**src/rtl/divremsqrt_iter_ctrl_pkg.sv**
```systemverilog
// Shared types and sizing helpers for the iterative div/rem/sqrt sequencer.
// Latency: n/a (types and elaboration-time functions only).
// Backpressure: n/a.
package divremsqrt_iter_ctrl_pkg;

    // Subset of the core configuration that the divider sequencing depends on.
    typedef struct packed {
        int unsigned XLEN;
        int unsigned DIVb;
        int unsigned RADIX;
        logic        IDIV_ON_FPU;
    } cvw_t;

    localparam cvw_t CVW_DEFAULT = '{XLEN: 64, DIVb: 64, RADIX: 4, IDIV_ON_FPU: 1'b1};

    // Sequencer states.
    typedef enum logic [1:0] {
        IDLE = 2'd0,
        BUSY = 2'd1,
        DONE = 2'd2
    } divstate_t;

    // Quotient bits retired per iteration; radix 2 or below still yields one bit.
    function automatic int unsigned bits_per_cycle(cvw_t cfg);
        int unsigned lg;
        lg = $clog2(cfg.RADIX);
        return (lg == 0) ? 1 : lg;
    endfunction

    // Float div/sqrt iterations: ceil(DIVb / bits) plus one normalisation cycle.
    function automatic int unsigned fdiv_cycles(cvw_t cfg);
        int unsigned b;
        b = bits_per_cycle(cfg);
        return (cfg.DIVb + b - 1) / b + 1;
    endfunction

    // Integer div/rem iterations; zero when integer ops do not use this unit.
    function automatic int unsigned idiv_cycles(cvw_t cfg);
        int unsigned b;
        b = bits_per_cycle(cfg);
        return cfg.IDIV_ON_FPU ? ((cfg.XLEN + b - 1) / b + 1) : 0;
    endfunction

    // Counter width able to hold the longest iteration count of either path.
    function automatic int unsigned durlen_of(cvw_t cfg);
        int unsigned f;
        int unsigned i;
        int unsigned m;
        f = fdiv_cycles(cfg);
        i = idiv_cycles(cfg);
        m = (f > i) ? f : i;
        return $clog2(m + 1);
    endfunction

endpackage

```
**src/rtl/divremsqrt_itercounter.sv**
```systemverilog
// Loadable saturating down-counter holding the remaining iteration count.
// Latency: load/clear/decrement take effect at the next clk edge; one is combinational.
// Backpressure: none; en simply holds the value when low.
module divremsqrt_itercounter #(
    parameter int W = 8
) (
    input  logic         clk,
    input  logic         reset,
    input  logic         clear,
    input  logic         load,
    input  logic         en,
    input  logic [W-1:0] loadval,
    output logic [W-1:0] cnt,
    output logic         one
);

    // Clear beats load beats decrement; a zero load is promoted to one so the
    // datapath always gets at least one iteration, and the count never wraps.
    always_ff @(posedge clk) begin
        if (!reset) begin
            cnt <= '0;
        end else if (clear) begin
            cnt <= '0;
        end else if (load) begin
            cnt <= (loadval == '0) ? W'(1) : loadval;
        end else if (en && (cnt != '0)) begin
            cnt <= cnt - W'(1);
        end
    end

    assign one = (cnt == W'(1));

endmodule

```
**src/rtl/divremsqrt_iter_ctrl.sv**
```systemverilog
// Sequencer for the iterative div/rem/sqrt datapath: accept, iterate, hold result.
// Latency: start->done = min(CyclesE, first WZeroE cycle + 1) + 1; special cases 1.
// Backpressure: FDivBusyE stalls the pipe from acceptance; done is held while StallM.
module divremsqrt_iter_ctrl
    import divremsqrt_iter_ctrl_pkg::*;
#(
    parameter cvw_t P         = CVW_DEFAULT,
    parameter int   DURLEN    = 8,
    parameter bit   EARLYTERM = 1'b1
) (
    input  logic              clk,
    input  logic              reset,
    input  logic              FDivStartE,
    input  logic              IDivStartE,
    input  logic [DURLEN-1:0] CyclesE,
    input  logic              SpecialCaseE,
    input  logic              WZeroE,
    input  logic              StallM,
    input  logic              FlushE,
    output logic              IFDivStartE,
    output logic              FDivBusyE,
    output logic              FDivDoneE,
    output logic              IterEnE,
    output logic [DURLEN-1:0] IterCntE
);

    divstate_t state;
    divstate_t state_n;

    logic start;
    logic accept;
    logic cnt_load;
    logic cnt_en;
    logic cnt_clear;
    logic cnt_one;

    // Integer requests only count when integer division shares this unit.
    assign start  = FDivStartE | (IDivStartE & P.IDIV_ON_FPU);
    // Acceptance is suppressed by flush and by a reset in the same cycle.
    assign accept = start & (state == IDLE) & ~FlushE & reset;

    divremsqrt_itercounter #(.W(DURLEN)) u_cnt (
        .clk     (clk),
        .reset   (reset),
        .clear   (cnt_clear),
        .load    (cnt_load),
        .en      (cnt_en),
        .loadval (CyclesE),
        .cnt     (IterCntE),
        .one     (cnt_one)
    );

    // State register; reset discards any in-flight operation without a done.
    always_ff @(posedge clk) begin
        if (!reset) begin
            state <= IDLE;
        end else begin
            state <= state_n;
        end
    end

    // Next-state and output decode; flush wins over every other transition.
    always_comb begin
        state_n     = state;
        IFDivStartE = accept;
        FDivBusyE   = 1'b0;
        FDivDoneE   = 1'b0;
        IterEnE     = 1'b0;
        cnt_load    = 1'b0;
        cnt_en      = 1'b0;
        cnt_clear   = 1'b0;
        case (state)
            IDLE: begin
                if (accept) begin
                    if (SpecialCaseE) begin
                        state_n = DONE;
                    end else begin
                        // Stall the pipe from the acceptance cycle itself.
                        FDivBusyE = 1'b1;
                        cnt_load  = 1'b1;
                        state_n   = BUSY;
                    end
                end
            end
            BUSY: begin
                IterEnE   = 1'b1;
                FDivBusyE = 1'b1;
                if (FlushE) begin
                    cnt_clear = 1'b1;
                    state_n   = IDLE;
                end else if (cnt_one || (EARLYTERM && WZeroE)) begin
                    // Count exhaustion and early termination share one exit.
                    cnt_clear = 1'b1;
                    state_n   = DONE;
                end else begin
                    cnt_en = 1'b1;
                end
            end
            DONE: begin
                FDivDoneE = 1'b1;
                FDivBusyE = StallM;
                if (FlushE) begin
                    cnt_clear = 1'b1;
                    state_n   = IDLE;
                end else if (!StallM) begin
                    state_n = IDLE;
                end
            end
            default: begin
                state_n = IDLE;
            end
        endcase
    end

    // A zero iteration count is a caller error; the counter runs it as one.
    ap_cycles_nonzero: assert property (@(posedge clk) disable iff (!reset)
        cnt_load |-> (CyclesE != '0));

endmodule

```
**config.mk**
```make
export PLATFORM = sky130hd
export DESIGN_NAME = divremsqrt_iter_ctrl
export DESIGN_NICKNAME = d
export VERILOG_FILES = /design/src/rtl/divremsqrt_iter_ctrl_pkg.sv /design/src/rtl/divremsqrt_itercounter.sv /design/src/rtl/divremsqrt_iter_ctrl.sv
export SDC_FILE = /design/constraint.sdc
export NUM_CORES = 1
export LEC_CHECK = 0
export ABC_AREA = 1
export BUFFER_PORTS_ARGS = -buffer_cell sky130_fd_sc_hd__buf_2
export CAP_MARGIN = 20
export CORE_UTILIZATION = 40
export DETAILED_ROUTE_END_ITERATION = 10
export MAX_ROUTING_LAYER = met4
export PLACE_DENSITY = 0.76
export SLEW_MARGIN = 30
export SYNTH_ARGS = -nofsm -noshare
export SYNTH_HDL_FRONTEND = slang
export SYNTH_SLANG_ARGS = --single-unit
```
**constraint.sdc**
```tcl
create_clock -name clk -period 4.1 [get_ports clk]
set_clock_uncertainty 0.2 [all_clocks]
set_input_delay 0.41 -clock clk [delete_from_list [all_inputs] [get_ports clk]]
set_output_delay 0.41 -clock clk [all_outputs]
set_load 0.01 [all_outputs]
```
After elaboration in Yosys (flattened, before gate mapping)
Cells that the tools add are included.
Word-level totals
  register bits: 10
  output and inout port bits: 12
  input port bits: 16
  logic and storage cells: 46
Operators by class
  equal/unequal tests: 6
  bitwise operators: 6
  muxes and demuxes: 23
  reduce and logical (&&, ||, !) cells: 8
  add/subtract/negate cells: 1
Operator list (number)
  $mux W8: 3
  $mux W2: 6
  $mux W1: 11
  $eq A8 B1 Y1 const B: 1
  $logic_not A8 Y1: 1
  $reduce_bool A8 Y1: 1
  $sub A8 B1 Y8 const B: 1
  $ne A3 B3 Y1 const B: 2
  $pmux W2 S3: 1
  $and A1 B1 Y1: 3
  $pmux W1 S3: 1
  $reduce_and A3 Y1: 1
  $eq A2 B1 Y1 const B: 1
  $eq A2 B2 Y1 const B: 1
  $logic_not A2 Y1: 1
  $ne A2 B2 Y1 const B: 1
  $not A1 Y1: 2
  $pmux W1 S2: 1
  $reduce_bool A2 Y1: 1
  $reduce_or A2 Y1: 1
  $logic_and A1 B1 Y1: 1
  $logic_or A1 B1 Y1: 1
  $or A1 B1 Y1: 1

Depth between registers and ports, before layout
  depth after elaboration: 8
  mapped depth: 11
  depth with buffers taken out: 10

By module
A second synthesis with hierarchy kept.
Second synthesis, totals
  cell total of the unflattened synthesis: 152
  area, all modules: 933.4 um^2
By module, submodules not included
  divremsqrt_itercounter: times used 1, area each 664.4 um^2, cells each 108, seq. area each 160.2 um^2
  divremsqrt_iter_ctrl: times used 1, area each 269.0 um^2, cells each 44, seq. area each 40.0 um^2

Worst setup path after synthesis
OpenSTA, ideal clock, no wires.
  kind: reg2out
  start point: reg state[0]
  end point: out FDivBusyE
  data arrival time: 1310 ps
  path slack: 2180 ps
  buffers on the path: 1
  data required time: 3490 ps
  stages on the path, launching flop included: 8
  cells stage by stage: dfxtp_1 inv_1 ha_1 nand3_2 nor2_4 nand2_4 buf_2 a21oi_1
On the way
  longest elaborated chain between the ends: 6
  elaborated cells between the ends (all ways): 8
  those cells by class: 2 x eq/ne; 2 x mux; 3 x bitwise; 1 x reduce/logical
RTL lines
  from (decl): line divremsqrt_iter_ctrl.sv:27  | divstate_t state;
  from (signal assigned): line divremsqrt_iter_ctrl.sv:58  | state <= state_n;
  $logic_not A2 Y1: line divremsqrt_iter_ctrl.sv:40  | assign accept = start & (state == IDLE) & ~FlushE & reset;
  $and A1 B1 Y1 (3 in series): line divremsqrt_iter_ctrl.sv:40
  net IFDivStartE: line divremsqrt_iter_ctrl.sv:20  | output logic IFDivStartE,
  $mux W1: line divremsqrt_iter_ctrl.sv:74  | if (accept) begin
  $pmux W1 S3: line divremsqrt_iter_ctrl.sv:72  | case (state)
  to (decl): line divremsqrt_iter_ctrl.sv:21  | output logic FDivBusyE,
The timed path passes the listed nets, and every way through them passes these cells.

Worst setup path after layout
  start point: reg state[1]
  end point: out FDivBusyE
On the way
  longest elaborated chain between the ends: 6
  elaborated cells between the ends (all ways): 8
  those cells by class: 2 x eq/ne; 2 x mux; 3 x bitwise; 1 x reduce/logical
RTL lines (line)
  $logic_not A2 Y1: divremsqrt_iter_ctrl.sv:40, divremsqrt_iter_ctrl.sv:72
  $and A1 B1 Y1 (3 in series): divremsqrt_iter_ctrl.sv:40
  $mux W1: divremsqrt_iter_ctrl.sv:74
  $pmux W1 S3 *: divremsqrt_iter_ctrl.sv:72
Every way passes the cells marked *; elsewhere a longest branch is shown, timed or not.

==> flow_metrics.py <==
metrics = {
    "run_status": {
        "status": "completed",
    },
    "timing": {
        "rsz0062_at_grt": "no",
        "hold_viol": 0,
        "slew_violations": 0,
        "worst_pin_slew_ns": 0.365,
        "fmax_mhz": 460,
        "holdWs_ns": 0.210,
        "post-route-period-util_pct": 53.0,
        "min_period_ns": 2.17,
        "setup_viol": 0,
        "fin_ws_ns": 1.93,
        "setup_tns_ns": 0,
        "max-slew-margin-rel_pct": 75.6,
    },
    "floorplanning": {
        "die_y_um": 49.5,
        "io-pin-count": 28,
        "initial_utilization_pct": 44.1,
        "die-area_um2": 2450,
        "fp-row-count": 16,
        "die_w_um": 49.5,
        "fp.coreArea_um2": 2040,
    },
    "drt": {
        "drtIter0Drc": 24,
        "ant_nets": 0,
        "drtPass1Iterations": 4,
        "drc": 0,
        "routed_wl_um": 2120,
        "viasPerCell": 4.97,
        "vias": 970,
        "routedWlPerCell_um": 10.9,
    },
    "worst_setup_path": {
        "worst_ep_required_time_ns": 3.49,
        "critPathMaxFanout": 17,
        "ff2ff_setup_slack_ns": 2.27,
        "worstReg2RegStart": "state[1]",
        "timing.rr.end": "u_cnt.cnt[6]",
        "worstSetupEndpointType": "output pin",
        "endpoint": "FDivBusyE",
        "worstRegToRegCells": 10,
        "worstSetupPathType": "reg2out",
        "arrival_ns": 1.56,
        "crit_path_start_kind": "flop",
        "startpoint": "state[1]",
    },
    "cells_and_area": {
        "nets": 193,
        "diodes": 0,
        "syn_to_final_growth_pct": 19.4,
        "layout_common_cells": "nand2_1 (42), buf_2 (27), nand3_1 (16), inv_1 (15), nor2_1 (11)",
        "final_core_util_pct": 52.7,
        "drive_gt1_share_pct": 26.2,
        "final_common_cell": "nand2_1",
    },
    "power": {
        "peakVddDrop_mv": 0.155,
        "p_leak_nw": 0.545,
        "power_density_nw_per_um2": 312,
    },
    "synth": {
        "muxShareOfSynthArea_pct": 0,
        "syn_nets": 163,
        "ys_types": 25,
        "seq_area_frac_synth_pct": 22.2,
        "syn_area_per_cell_um2": 6.43,
        "synth_top_family_by_area": "simple AND/OR/NAND/NOR gates",
        "synthAdderAreaFrac_pct": 9.72,
        "synthCells": 140,
        "netlist_area_um2": 901,
        "synth_xor_area_share_pct": 1.94,
        "synth_compound_area_share_pct": 11.3,
        "synth_warnings": 0,
        "synthSimpleGateAreaFrac_pct": 46.4,
        "synth-seq-cells": 10,
    },
    "cts": {
        "htreeDepth": 1,
        "cts_buffer_depth": 2,
        "cts_resized": 0,
        "insertion_delay_ns": 0.27,
        "clock_sinks": 10,
        "root_buffer": "clkbuf_4",
        "post_cts_buffers": 0,
        "clk_pin_slew_ns": 0.06,
        "postCtsHoldBufs": 0,
        "cts_tree": "done",
        "cts_buffers": 3,
    },
    "placed_design": {
        "pre_cts_ws_ns": 2.20,
        "dp_hpwl_um": 1670,
        "gp_congestion": 0.866,
        "io_buffers": 27,
    },
    "global_routing": {
        "grt_max_degree": 18,
        "antenna_found_initial": 0,
        "grt_pass1_wl_um": 3680,
        "gr-total-overflow": 0,
        "grt_usage_pct": 20.0,
        "grt_pass1_vias": 889,
    },
    "worst_hold_path": {
        "whs_path_depth": 3,
        "hold_class": "in2reg",
    },
    "flow_run": {
        "drv_cap": 0,
    },
}
## critical path, stage by stage (launching register included)
cell and delay (ns):
dfxtp_1 0.32, inv_1 0.10, ha_1 0.20, nand3_2 0.12, nor2_4 0.12, nand2_4 0.14, a21oi_1 0.15, buf_2 0.14
## cells in the mapped netlist, drive strengths merged
cell type  instances  area, um^2
or2                1        6.26
nand3             19         118
o21ai              5        25.0
a21oi             10        53.8
ha                 7        87.6
xnor2              1        8.76
nor2              16        82.6
nand2             46         193
dfxtp             10         200
nand4              3        18.8
a21boi             1        7.51
xor2               1        8.76
buf                2        16.3
o21bai             2        15.0
inv               16        60.1
## layer usage
layer  wire [um]  track usage, %  up-vias
li1            -               -      508
met1         957            23.3      434
met2        1010            34.2       26
met3         143            5.56        2
met4          12            4.29        0
met5           0               -        -
## logic make-up (layout without fill, tap and decap cells)
family,count (synthesis),after routing
buffers and inverters,18,46
AO/OA/AOI/OAI,18,18
AND/OR/NAND/NOR,85,85
flip-flops,10,10
adder cells (fa/ha/maj),7,7
XOR/XNOR,2,2
## registers in the layout, indices dropped and copies added, names as in the netlist
name	count
state	2
u_cnt.cnt	8
## cell type report
type                       count  area (um^2)
clock buffer                   3         22.5
fill                         228          966
inverter                      16         60.1
multi-input combinational    112          624
sequential                    10          200
tap                           27         33.8
timing repair buffer          27          135
## worst min path at each step
stage            startpoint      endpoint  slack (ns)
3_3_place_gp       state[0]      state[0]        0.30
6_report              reset      state[1]        0.21
5_1_grt               reset      state[1]        0.20
2_1_floorplan      state[0]      state[0]        0.28
4_1_cts               reset      state[1]        0.21
3_5_place_dp   u_cnt.cnt[0]  u_cnt.cnt[0]        0.31
## power by group
| part | switching (W) | internal (W) | leakage [nW] | total, W |
|---|---|---|---|---|
| clock | 0.0000323 | 0.0000339 | 0.0138 | 0.0000662 |
| combinational | 0.0000915 | 0.0000601 | 0.450 | 0.000152 |
| sequential | 0.0000112 | 0.000107 | 0.0814 | 0.000118 |
| total | 0.000135 | 0.000201 | 0.545 | 0.000336 |
## metrics by stage
stage / std cells / instance area [um^2] / total power (W)
after global placement: 192 / 1050 / 0.000268
after detailed placement: 192 / 1050 / 0.000271
after CTS: 195 / 1080 / 0.000339
after global routing: 195 / 1080 / 0.000369
after floorplan: 140 / 901 / 0.000232
final: 195 / 1080 / 0.000336
Power figures use the tool's default switching activity.
